`src/rtl/cdb_broadcaster_if.sv`:
```
// Common data bus interface: result offers from the functional units on one
// side, the registered broadcast triple (plus debug/error flags) on the other.
// master = broadcaster side, slave = functional-unit / consumer side.
interface cdb_broadcaster_if #(
    parameter int N_SRC   = 3,
    parameter int LABEL_W = 4,
    parameter int DATA_W  = 32
);
    localparam int SRC_W = (N_SRC > 1) ? $clog2(N_SRC) : 1;

    logic [N_SRC-1:0]         src_valid;
    logic [N_SRC*LABEL_W-1:0] src_label;
    logic [N_SRC*DATA_W-1:0]  src_data;
    logic [N_SRC-1:0]         src_ready;
    logic                     BCEN;
    logic [LABEL_W-1:0]       BClabel;
    logic [DATA_W-1:0]        BCdata;
    logic [SRC_W-1:0]         BCsrc;
    logic                     drop_err;

    modport master (
        input  src_valid, src_label, src_data,
        output src_ready, BCEN, BClabel, BCdata, BCsrc, drop_err
    );

    modport slave (
        output src_valid, src_label, src_data,
        input  src_ready, BCEN, BClabel, BCdata, BCsrc, drop_err
    );
endinterface

```
`src/rtl/cdb_broadcaster.sv`:
```
// Transmitting end of the common data bus. Each functional unit feeds a small
// FIFO; a round-robin arbiter picks one non-empty head per cycle and the winner
// is registered onto BCEN/BClabel/BCdata/BCsrc. Label 0 means "no tag": such
// results are accepted, thrown away, and flagged on the sticky drop_err.
module cdb_broadcaster #(
    parameter int N_SRC   = 3,
    parameter int DEPTH   = 2,
    parameter int LABEL_W = 4,
    parameter int DATA_W  = 32
) (
    input  logic             clk,
    input  logic             RST,
    input  logic             flush,
    cdb_broadcaster_if.master bus
);
    localparam int PTR_W = (DEPTH > 1) ? $clog2(DEPTH) : 1;
    localparam int CNT_W = PTR_W + 1;
    localparam int SRC_W = (N_SRC > 1) ? $clog2(N_SRC) : 1;

    localparam logic [CNT_W-1:0] FULL_CNT = CNT_W'(DEPTH);
    localparam logic [SRC_W-1:0] LAST_SRC = SRC_W'(N_SRC - 1);
    localparam logic [SRC_W:0]   NSRC_EXT = (SRC_W + 1)'(N_SRC);

    // Per-source status and handshake qualifiers
    logic [N_SRC-1:0]   w_empty;
    logic [N_SRC-1:0]   w_full;
    logic [N_SRC-1:0]   w_accept;
    logic [N_SRC-1:0]   w_push;
    logic [N_SRC-1:0]   w_pop;
    logic [N_SRC-1:0]   w_drop;
    logic [LABEL_W-1:0] w_head_label [N_SRC];
    logic [DATA_W-1:0]  w_head_data  [N_SRC];

    // Arbitration
    logic               w_any;
    logic [SRC_W-1:0]   w_winner;
    logic [SRC_W:0]     w_sum;
    logic [SRC_W-1:0]   r_rr_ptr;

    // Broadcast register
    logic               r_bcen;
    logic [LABEL_W-1:0] r_bclabel;
    logic [DATA_W-1:0]  r_bcdata;
    logic [SRC_W-1:0]   r_bcsrc;
    logic               r_drop_err;

    // Ready depends only on occupancy: a full FIFO refuses even when it pops
    // in the same cycle, which keeps src_ready off the arbitration path.
    assign w_accept      = bus.src_valid & ~w_full;
    assign bus.src_ready = ~w_full;

    generate
        for (genvar gi = 0; gi < N_SRC; gi++) begin : g_src
            logic [LABEL_W-1:0] w_label;
            logic [DATA_W-1:0]  w_data;
            logic [LABEL_W-1:0] r_mem_label [DEPTH];
            logic [DATA_W-1:0]  r_mem_data  [DEPTH];
            logic [PTR_W-1:0]   r_wr_ptr;
            logic [PTR_W-1:0]   r_rd_ptr;
            logic [CNT_W-1:0]   r_count;

            assign w_label = bus.src_label[gi*LABEL_W +: LABEL_W];
            assign w_data  = bus.src_data[gi*DATA_W +: DATA_W];

            // Label-0 offers complete the handshake but never enter the FIFO;
            // a flush discards whatever is offered in the same cycle.
            assign w_drop[gi] = w_accept[gi] && (w_label == '0);
            assign w_push[gi] = w_accept[gi] && (w_label != '0) && !flush;
            assign w_pop[gi]  = w_any && (w_winner == SRC_W'(gi)) && !flush;

            assign w_empty[gi] = (r_count == '0);
            assign w_full[gi]  = (r_count == FULL_CNT);

            // Heads are read combinationally so the arbiter can pick this cycle
            assign w_head_label[gi] = r_mem_label[r_rd_ptr];
            assign w_head_data[gi]  = r_mem_data[r_rd_ptr];

            // FIFO storage write (no reset needed: validity comes from r_count)
            always_ff @(posedge clk) begin
                if (w_push[gi]) begin
                    r_mem_label[r_wr_ptr] <= w_label;
                    r_mem_data[r_wr_ptr]  <= w_data;
                end
            end

            // FIFO pointers and occupancy; pointers wrap naturally at DEPTH
            always_ff @(posedge clk or posedge RST) begin
                if (RST) begin
                    r_wr_ptr <= '0;
                    r_rd_ptr <= '0;
                    r_count  <= '0;
                end else if (flush) begin
                    r_wr_ptr <= '0;
                    r_rd_ptr <= '0;
                    r_count  <= '0;
                end else begin
                    if (w_push[gi]) begin
                        r_wr_ptr <= r_wr_ptr + 1'b1;
                    end
                    if (w_pop[gi]) begin
                        r_rd_ptr <= r_rd_ptr + 1'b1;
                    end
                    case ({w_push[gi], w_pop[gi]})
                        2'b10:   r_count <= r_count + 1'b1;
                        2'b01:   r_count <= r_count - 1'b1;
                        default: r_count <= r_count;
                    endcase
                end
            end
        end
    endgenerate

    // Round-robin pick: scan from r_rr_ptr upward with wrap. Walking the
    // offsets from farthest to nearest lets the nearest non-empty source win.
    always_comb begin
        w_any    = 1'b0;
        w_winner = '0;
        w_sum    = '0;
        for (int k = N_SRC - 1; k >= 0; k--) begin
            w_sum = {1'b0, r_rr_ptr} + (SRC_W + 1)'(k);
            if (w_sum >= NSRC_EXT) begin
                w_sum = w_sum - NSRC_EXT;
            end
            if (!w_empty[w_sum[SRC_W-1:0]]) begin
                w_any    = 1'b1;
                w_winner = w_sum[SRC_W-1:0];
            end
        end
    end

    // Round-robin pointer moves just past the winner; idle cycles leave it alone
    always_ff @(posedge clk or posedge RST) begin
        if (RST) begin
            r_rr_ptr <= '0;
        end else if (flush) begin
            r_rr_ptr <= '0;
        end else if (w_any) begin
            r_rr_ptr <= (w_winner == LAST_SRC) ? '0 : w_winner + 1'b1;
        end
    end

    // Broadcast register: BCEN pulses once per popped result; the payload
    // holds on idle cycles since consumers qualify it with BCEN.
    always_ff @(posedge clk or posedge RST) begin
        if (RST) begin
            r_bcen    <= 1'b0;
            r_bclabel <= '0;
            r_bcdata  <= '0;
            r_bcsrc   <= '0;
        end else if (flush) begin
            r_bcen <= 1'b0;
        end else begin
            r_bcen <= w_any;
            if (w_any) begin
                r_bclabel <= w_head_label[w_winner];
                r_bcdata  <= w_head_data[w_winner];
                r_bcsrc   <= w_winner;
            end
        end
    end

    // Sticky flag for discarded label-0 results; only reset clears it
    always_ff @(posedge clk or posedge RST) begin
        if (RST) begin
            r_drop_err <= 1'b0;
        end else if (|w_drop) begin
            r_drop_err <= 1'b1;
        end
    end

    assign bus.BCEN     = r_bcen;
    assign bus.BClabel  = r_bclabel;
    assign bus.BCdata   = r_bcdata;
    assign bus.BCsrc    = r_bcsrc;
    assign bus.drop_err = r_drop_err;
endmodule

```
`src/flat_wrapper.sv`:
```
// flat-port wrapper written by rule: the top's interface ports become plain ports
module cdb_broadcaster_flat 
#(
    parameter int N_SRC   = 3,
    parameter int DEPTH   = 2,
    parameter int LABEL_W = 4,
    parameter int DATA_W  = 32
)
  (clk, RST, flush, bus_src_valid, bus_src_label, bus_src_data, bus_src_ready, bus_BCEN, bus_BClabel, bus_BCdata, bus_BCsrc, bus_drop_err);
  cdb_broadcaster_if #(.N_SRC(N_SRC), .LABEL_W(LABEL_W), .DATA_W(DATA_W)) bus_i ();
  input  logic clk;
  input  logic RST;
  input  logic flush;
  input wire logic [$bits(bus_i.src_valid)-1:0] bus_src_valid;
  input wire logic [$bits(bus_i.src_label)-1:0] bus_src_label;
  input wire logic [$bits(bus_i.src_data)-1:0] bus_src_data;
  output wire logic [$bits(bus_i.src_ready)-1:0] bus_src_ready;
  output wire logic [$bits(bus_i.BCEN)-1:0] bus_BCEN;
  output wire logic [$bits(bus_i.BClabel)-1:0] bus_BClabel;
  output wire logic [$bits(bus_i.BCdata)-1:0] bus_BCdata;
  output wire logic [$bits(bus_i.BCsrc)-1:0] bus_BCsrc;
  output wire logic [$bits(bus_i.drop_err)-1:0] bus_drop_err;
  assign bus_i.src_valid = bus_src_valid;
  assign bus_i.src_label = bus_src_label;
  assign bus_i.src_data = bus_src_data;
  assign bus_src_ready = bus_i.src_ready;
  assign bus_BCEN = bus_i.BCEN;
  assign bus_BClabel = bus_i.BClabel;
  assign bus_BCdata = bus_i.BCdata;
  assign bus_BCsrc = bus_i.BCsrc;
  assign bus_drop_err = bus_i.drop_err;
  cdb_broadcaster #(.N_SRC(N_SRC), .DEPTH(DEPTH), .LABEL_W(LABEL_W), .DATA_W(DATA_W)) u_core (.clk(clk), .RST(RST), .flush(flush), .bus(bus_i));
endmodule
```
`config.mk`:
```
export PLATFORM = sky130hd
export DESIGN_NAME = cdb_broadcaster_flat
export DESIGN_NICKNAME = d
export VERILOG_FILES = /design/src/rtl/cdb_broadcaster_if.sv /design/src/rtl/cdb_broadcaster.sv /design/src/flat_wrapper.sv
export SDC_FILE = /design/constraint.sdc
export NUM_CORES = 1
export LEC_CHECK = 0
export CORE_UTILIZATION = 54
export CTS_CLUSTER_DIAMETER = 50
export DETAILED_ROUTE_END_ITERATION = 12
export PLACE_DENSITY_LB_ADDON = 0.12
export RECOVER_POWER = 100
export SLEW_MARGIN = 0
export SYNTH_ARGS = -nofsm -noshare
export SYNTH_HDL_FRONTEND = slang
export SYNTH_SLANG_ARGS = --single-unit
```
`constraint.sdc`:
```
create_clock -name clk -period 5.05 [get_ports clk]
set_input_delay 1.01 -clock clk [delete_from_list [all_inputs] [get_ports clk]]
set_output_delay 1.01 -clock clk [all_outputs]
set_load 0.02 [all_outputs]
```
Word level (Yosys, flattened, before mapping)
Memories as Yosys holds them, arrays and structs flattened.
Cells that the tools add are included.

operators by class
  add/sub/neg operators = 18
  reduce and logical (&&, ||, !) cells = 38
  mux-type cells = 49
  eq/ne operators = 11
  $lt $le $gt $ge = 7
  bitwise logic cells = 4

operators with widths
  operator                                                     count
  binary-select mux 32 bit (select 2 bit)                      1
  2-to-1 mux 32 bit                                            2
  2-to-1 mux 1 bit                                             25
  2-to-1 mux 2 bit                                             12
  logical AND 1 bit                                            15
  == test 2 bit (second input constant)                        7
  nonzero test 2 bit                                           7
  zero test 4 bit                                              3
  one-hot mux 2 bit (2 select lines)                           3
  nonzero test 4 bit                                           3
  less-than comparator 2 x 3 -> 1 bit (second input constant)  3
  nonzero test 3 bit                                           3
  adder 2 x 1 -> 2 bit (second input constant)                 4
  binary-select mux 4 bit (select 2 bit)                       1
  == test 2 x 1 -> 1 bit (second input constant)               4
  zero test 2 bit                                              4
  2-to-1 mux 4 bit                                             2
  adder 1 bit (second input constant)                          6
  binary-select mux 1 bit (select 2 bit)                       3
  >= comparator 3 x 2 -> 1 bit (second input constant)         2
  subtractor 2 x 1 -> 2 bit (second input constant)            3
  subtractor 2 bit (second input constant)                     3
  adder 2 x 1 -> 3 bit (second input constant)                 1
  adder 2 x 2 -> 3 bit (second input constant)                 1
  9 further kinds                                              9

word-level totals
  RAM bits = 216
  input bits = 114
  memories = 6
  register bits = 54
  output and inout bits = 43
  word-level logic and storage cells = 148

memory list
  memory                       depth  width  rd ports  clocked after memory_dff  write ports  line                   text
  u_core.g_src[0].r_mem_data   2      32     1         0                         1            cdb_broadcaster.sv:57  logic [DATA_W-1:0] r_mem_data [DEPTH];
  u_core.g_src[1].r_mem_data   2      32     1         0                         1            cdb_broadcaster.sv:57
  u_core.g_src[2].r_mem_data   2      32     1         0                         1            cdb_broadcaster.sv:57
  u_core.g_src[0].r_mem_label  2      4      1         0                         1            cdb_broadcaster.sv:56  logic [LABEL_W-1:0] r_mem_label [DEPTH];
  u_core.g_src[1].r_mem_label  2      4      1         0                         1            cdb_broadcaster.sv:56
  u_core.g_src[2].r_mem_label  2      4      1         0                         1            cdb_broadcaster.sv:56

Logic depth before layout (Yosys ltp)
  depth in word-level cells = 14
  mapped depth = 10
  depth with buffers taken out = 7

Worst setup path before layout
OpenSTA, ideal clock, no wires.

  path kind = input to register
  start point = input bus_src_label[0]
  end point = memory u_core.g_src[0].r_mem_data[1][0] (enable)
  setup time = 0.482 ns
  stages on the path = 3
  path slack = 0.523 ns
  data required time = 4.568 ns
  buffers on the path = 0
  arrival time = 4.045 ns
  cells stage by stage = or4_1 nand3_1 nor3b_1

between the ends
  longest elaborated chain between the ends = 5

ends and longest elaborated chain
  element                                 line                   text
  start, declared                         flat_wrapper.sv:15     input wire logic [$bits(bus_i.src_label)-1:0] bus_src_label;
  nonzero test 4 bit                      cdb_broadcaster.sv:68  assign w_push[gi] = w_accept[gi] && (w_label != '0) && !flush;
  logical AND 1 bit (2 in a row)          cdb_broadcaster.sv:68
  2-to-1 mux 1 bit                        cdb_broadcaster.sv:80  if (w_push[gi]) begin
  2-to-1 mux 1 bit (not written as such)  cdb_broadcaster.sv:82  r_mem_data[r_wr_ptr] <= w_data;
  end, declared                           cdb_broadcaster.sv:57

No other way between the ends.

Worst setup path in the final report
  start point = input bus_src_label[7]
  end point = memory u_core.g_src[1].r_mem_data[0][19] (enable)

between the ends
  longest elaborated chain between the ends = 5

ends and longest elaborated chain
  element                                 line
  nonzero test 4 bit                      cdb_broadcaster.sv:68
  logical AND 1 bit (2 in a row)          cdb_broadcaster.sv:68
  2-to-1 mux 1 bit                        cdb_broadcaster.sv:80
  2-to-1 mux 1 bit (not written as such)  cdb_broadcaster.sv:82
  end, declared                           cdb_broadcaster.sv:57

No other way between the ends.

==> impl_metrics.env <==
export IMPL_status="finished, violations left"
export IMPL_violations="max-capacitance violations, max-slew violations"
export IMPL_die_w_um=144
export IMPL_min_period_ns=4.03
export IMPL_tritoncts="yes"
export IMPL_cts_made_buffers=28
export IMPL_clk_latency_ns=0.54
export IMPL_ant_nets=0
export IMPL_clock_skew_ns=0.0258
export IMPL_ys_flop_type="edfxtp_1"
export IMPL_fin_tns_setup_ns=0
export IMPL_netlist_instances=655
export IMPL_fill_cells=1335
export IMPL_cellPowerDensity_nw_per_um2=565
export IMPL_critPathKind="in2reg"
export IMPL_slew_headroom_pct=-105
export IMPL_port_buffers=156
export IMPL_cts_root_buf="clkbuf_16"
export IMPL_pin_count=157
export IMPL_grt_max_degree=55
export IMPL_reg2reg_depth=4
export IMPL_die_y_um=144
export IMPL_critPathRequiredTime_ns=5.14
export IMPL_drcViolationCount=0
export IMPL_cp_arrival_ns=4.12
export IMPL_cts_max_path_buffers=3
export IMPL_clock_sinks=270
export IMPL_hold_class="reg2reg"
export IMPL_setup_viol=0
export IMPL_cp_max_fo=36
export IMPL_synth_area_per_cell_sq_um=16.6
export IMPL_grt_total_usage_pct=23.5
export IMPL_antenna_found_initial=2
export IMPL_gp_congestion=0.785
export IMPL_post_route_period_util_pct=79.9
export IMPL_fp_dieArea_sq_um=20800
export IMPL_synth_seq_area_share_pct=71.9
export IMPL_crit_slowest_cell="clkbuf_1"
export IMPL_routed_wl_um=23700
export IMPL_worstHoldPathCells=2
export IMPL_core_sq_um=19600
export IMPL_grt_ovfl_total=0
export IMPL_cts_reportedPaths_clkPinSlew_ns=0.06
export IMPL_netlist_area_sq_um=10900
export IMPL_cts_resized_gates=0
export IMPL_grt_pass1_vias=6353
export IMPL_route_vias_total=6200
export IMPL_synth_seq_cells=270
export IMPL_total_power_uw=7760
export IMPL_dp_hpwl_um=14800
export IMPL_finalNetCount=934
export IMPL_endpoint_kind="flip-flop"
export IMPL_crit_path_max_incr_delay_ns=1.87
export IMPL_max_slew_worst_pin_slew_ns=3.05
export IMPL_grt_pass1_wl_um=35700
export IMPL_cap_viol_max_count=5
export IMPL_rsz0062_at_grt="false"
export IMPL_synth_edf_count=216
export IMPL_irDropWorstVdd_v=0.000364
export IMPL_firstDrtPassIters=5
export IMPL_p_leak_uw=0.00472
export IMPL_synthesis_nets=771
export IMPL_rows=51
export IMPL_final_hold_viol_count=0
export IMPL_area_growth_pct=26.1
export IMPL_critPathLaunchType="input port"
export IMPL_drt_initial_drc_count=395
export IMPL_max_freq_mhz=248
export IMPL_postCtsSetupRepairBufs=0
export IMPL_ys_async_sr_fraction_pct=20.0
export IMPL_start_util_pct=55.6
export IMPL_synth_cell_type_count=48
export IMPL_final_max_slew_viol_count=187
export IMPL_htree_levels=1
export IMPL_hold_buffers=0
export IMPL_drive_gt1_share_pct=10.4
export IMPL_routedWlPerCell_um=21.5
export IMPL_yosysWarnings=0
export IMPL_via_per_inst=5.61
export IMPL_worstPathCellList="dlygate4sd3_1, nor4_1, nand3b_1, nor3_1, clkbuf_1"
## final cells by class
class,count,area (sq um),area share [%]
clock buffer,35,778,5.66
sequential,270,7840,57.1
multi-input combinational,345,2890,21.0
inverter,3,11.3,0.0819
tap,265,332,2.41
antenna,2,5.00,0.0364
timing repair buffer,170,1630,11.9
clock inverter,16,254,1.85
## metal layers
metal / vias up / track usage [%] / part of all wire (%)
li1: 2865 / - / -
met1: 3109 / 32.4 / 44
met2: 192 / 38.6 / 48
met3: 34 / 3.91 / 5.8
met4: 0 / 6.94 / 2.0
met5: - / 0 / 0
## worst paths after layout
path	startpoint	end	slack, ns
setup / recovery	bus_src_label[7]	u_core.g_src[1].r_mem_data[0][19]$_DFFE_PP_	1.02
hold / removal	u_core.bus.BCdata[6]$_DFFE_PP0P_	u_core.bus.BCdata[6]$_DFFE_PP0P_	0.49
setup reg to reg	u_core.g_src[2].r_count[0]$_DFFE_PP0P_	u_core.g_src[2].r_count[1]$_DFFE_PP0P_	1.04
hold reg to reg	u_core.bus.BCdata[6]$_DFFE_PP0P_	u_core.bus.BCdata[6]$_DFFE_PP0P_	0.49
max in group asynchronous	RST	u_core.g_src[2].r_rd_ptr$_DFFE_PP0P_	3.37
min in group asynchronous	RST	u_core.bus.BCdata[15]$_DFFE_PP0P_	1.13
## per-stage QoR
step	area [sq um]	hold WS [ns]	cells	setup WS, ns	util [%]
CTS	13800	0.512	1104	1.82	70.6
global placement	12800	0.480	1053	1.41	65.3
global route	13700	0.531	1105	0.853	70.1
finish	13700	0.495	1106	1.02	70.2
detailed placement	12800	0.489	1053	1.27	65.3
floorplan	10900	0.508	655	0.523	-
## cell families (layout without fill, tap and decap cells)
family / count (synthesis) / after routing / synth area share, %
other: 0 / 2 / 0
AND/OR/NAND/NOR: 87 / 87 / 4.36
multiplexers: 182 / 182 / 17.1
flip-flops: 270 / 270 / 71.9
adder cells (fa/ha/maj): 2 / 2 / 0.230
buffers and inverters: 40 / 224 / 1.65
AO/OA/AOI/OAI: 62 / 62 / 3.72
XOR/XNOR: 12 / 12 / 0.965
## synth_stat cells, types with 3 or more instances
cell      count  area share [%]
nand2_1       4            0.14
dfrtp_1      54              12
mux2_1       12             1.2
nor3_1       40             1.8
o211ai_1      4            0.28
mux2_2       25             2.6
edfxtp_1    216              60
a21oi_1       5            0.23
inv_1         3            0.10
clkbuf_1     22            0.76
nor3b_1       4            0.28
xor2_1        5            0.40
mux2i_1     145              13
nand3_1       3            0.14
nand3b_1      4            0.28
xnor2_1       7            0.56
o21ai_1      36             1.7
nor2_1       15            0.52
nand2b_1      5            0.29
buf_2        12            0.55
## power by group
part	switching [uW]	internal (uW)	total, uW
clock network	830	1400	2230
registers	227	2730	2950
logic	1480	1100	2580
total	2540	5220	7760
## flip-flops by register name (all words and copies together) (netlist names)
signal / cells
u_core.bus.BCdata: 32
u_core.bus.drop_err: 1
u_core.g_src.r_mem_data: 192
u_core.g_src.r_mem_label: 24
u_core.g_src.r_wr_ptr: 3
u_core.g_src.r_count: 6
u_core.bus.BCsrc: 2
u_core.bus.BCEN: 1
u_core.g_src.r_rd_ptr: 3
u_core.bus.BClabel: 4
u_core.r_rr_ptr: 2
## worst max-delay path: cells and delay by family
kind | cells | cell delay (ns)
buffers and inverters | 2 | 2.45
AND/OR/NAND/NOR | 3 | 0.63
## cell usage in the layout (no fill, tap or decap), drive strengths merged, types with 5 or more instances in the layout
master / instances
edfxtp: 216
clkbuf: 44
mux2: 37
o21ai: 38
bufinv: 6
mux2i: 145
buf: 5
nor3: 41
a21oi: 5
nand2b: 5
dlygate4sd3: 153
clkinv: 9
xor2: 5
dfrtp: 54
nor2: 15
xnor2: 7
Note: power is estimated with default switching activity, not from simulation.
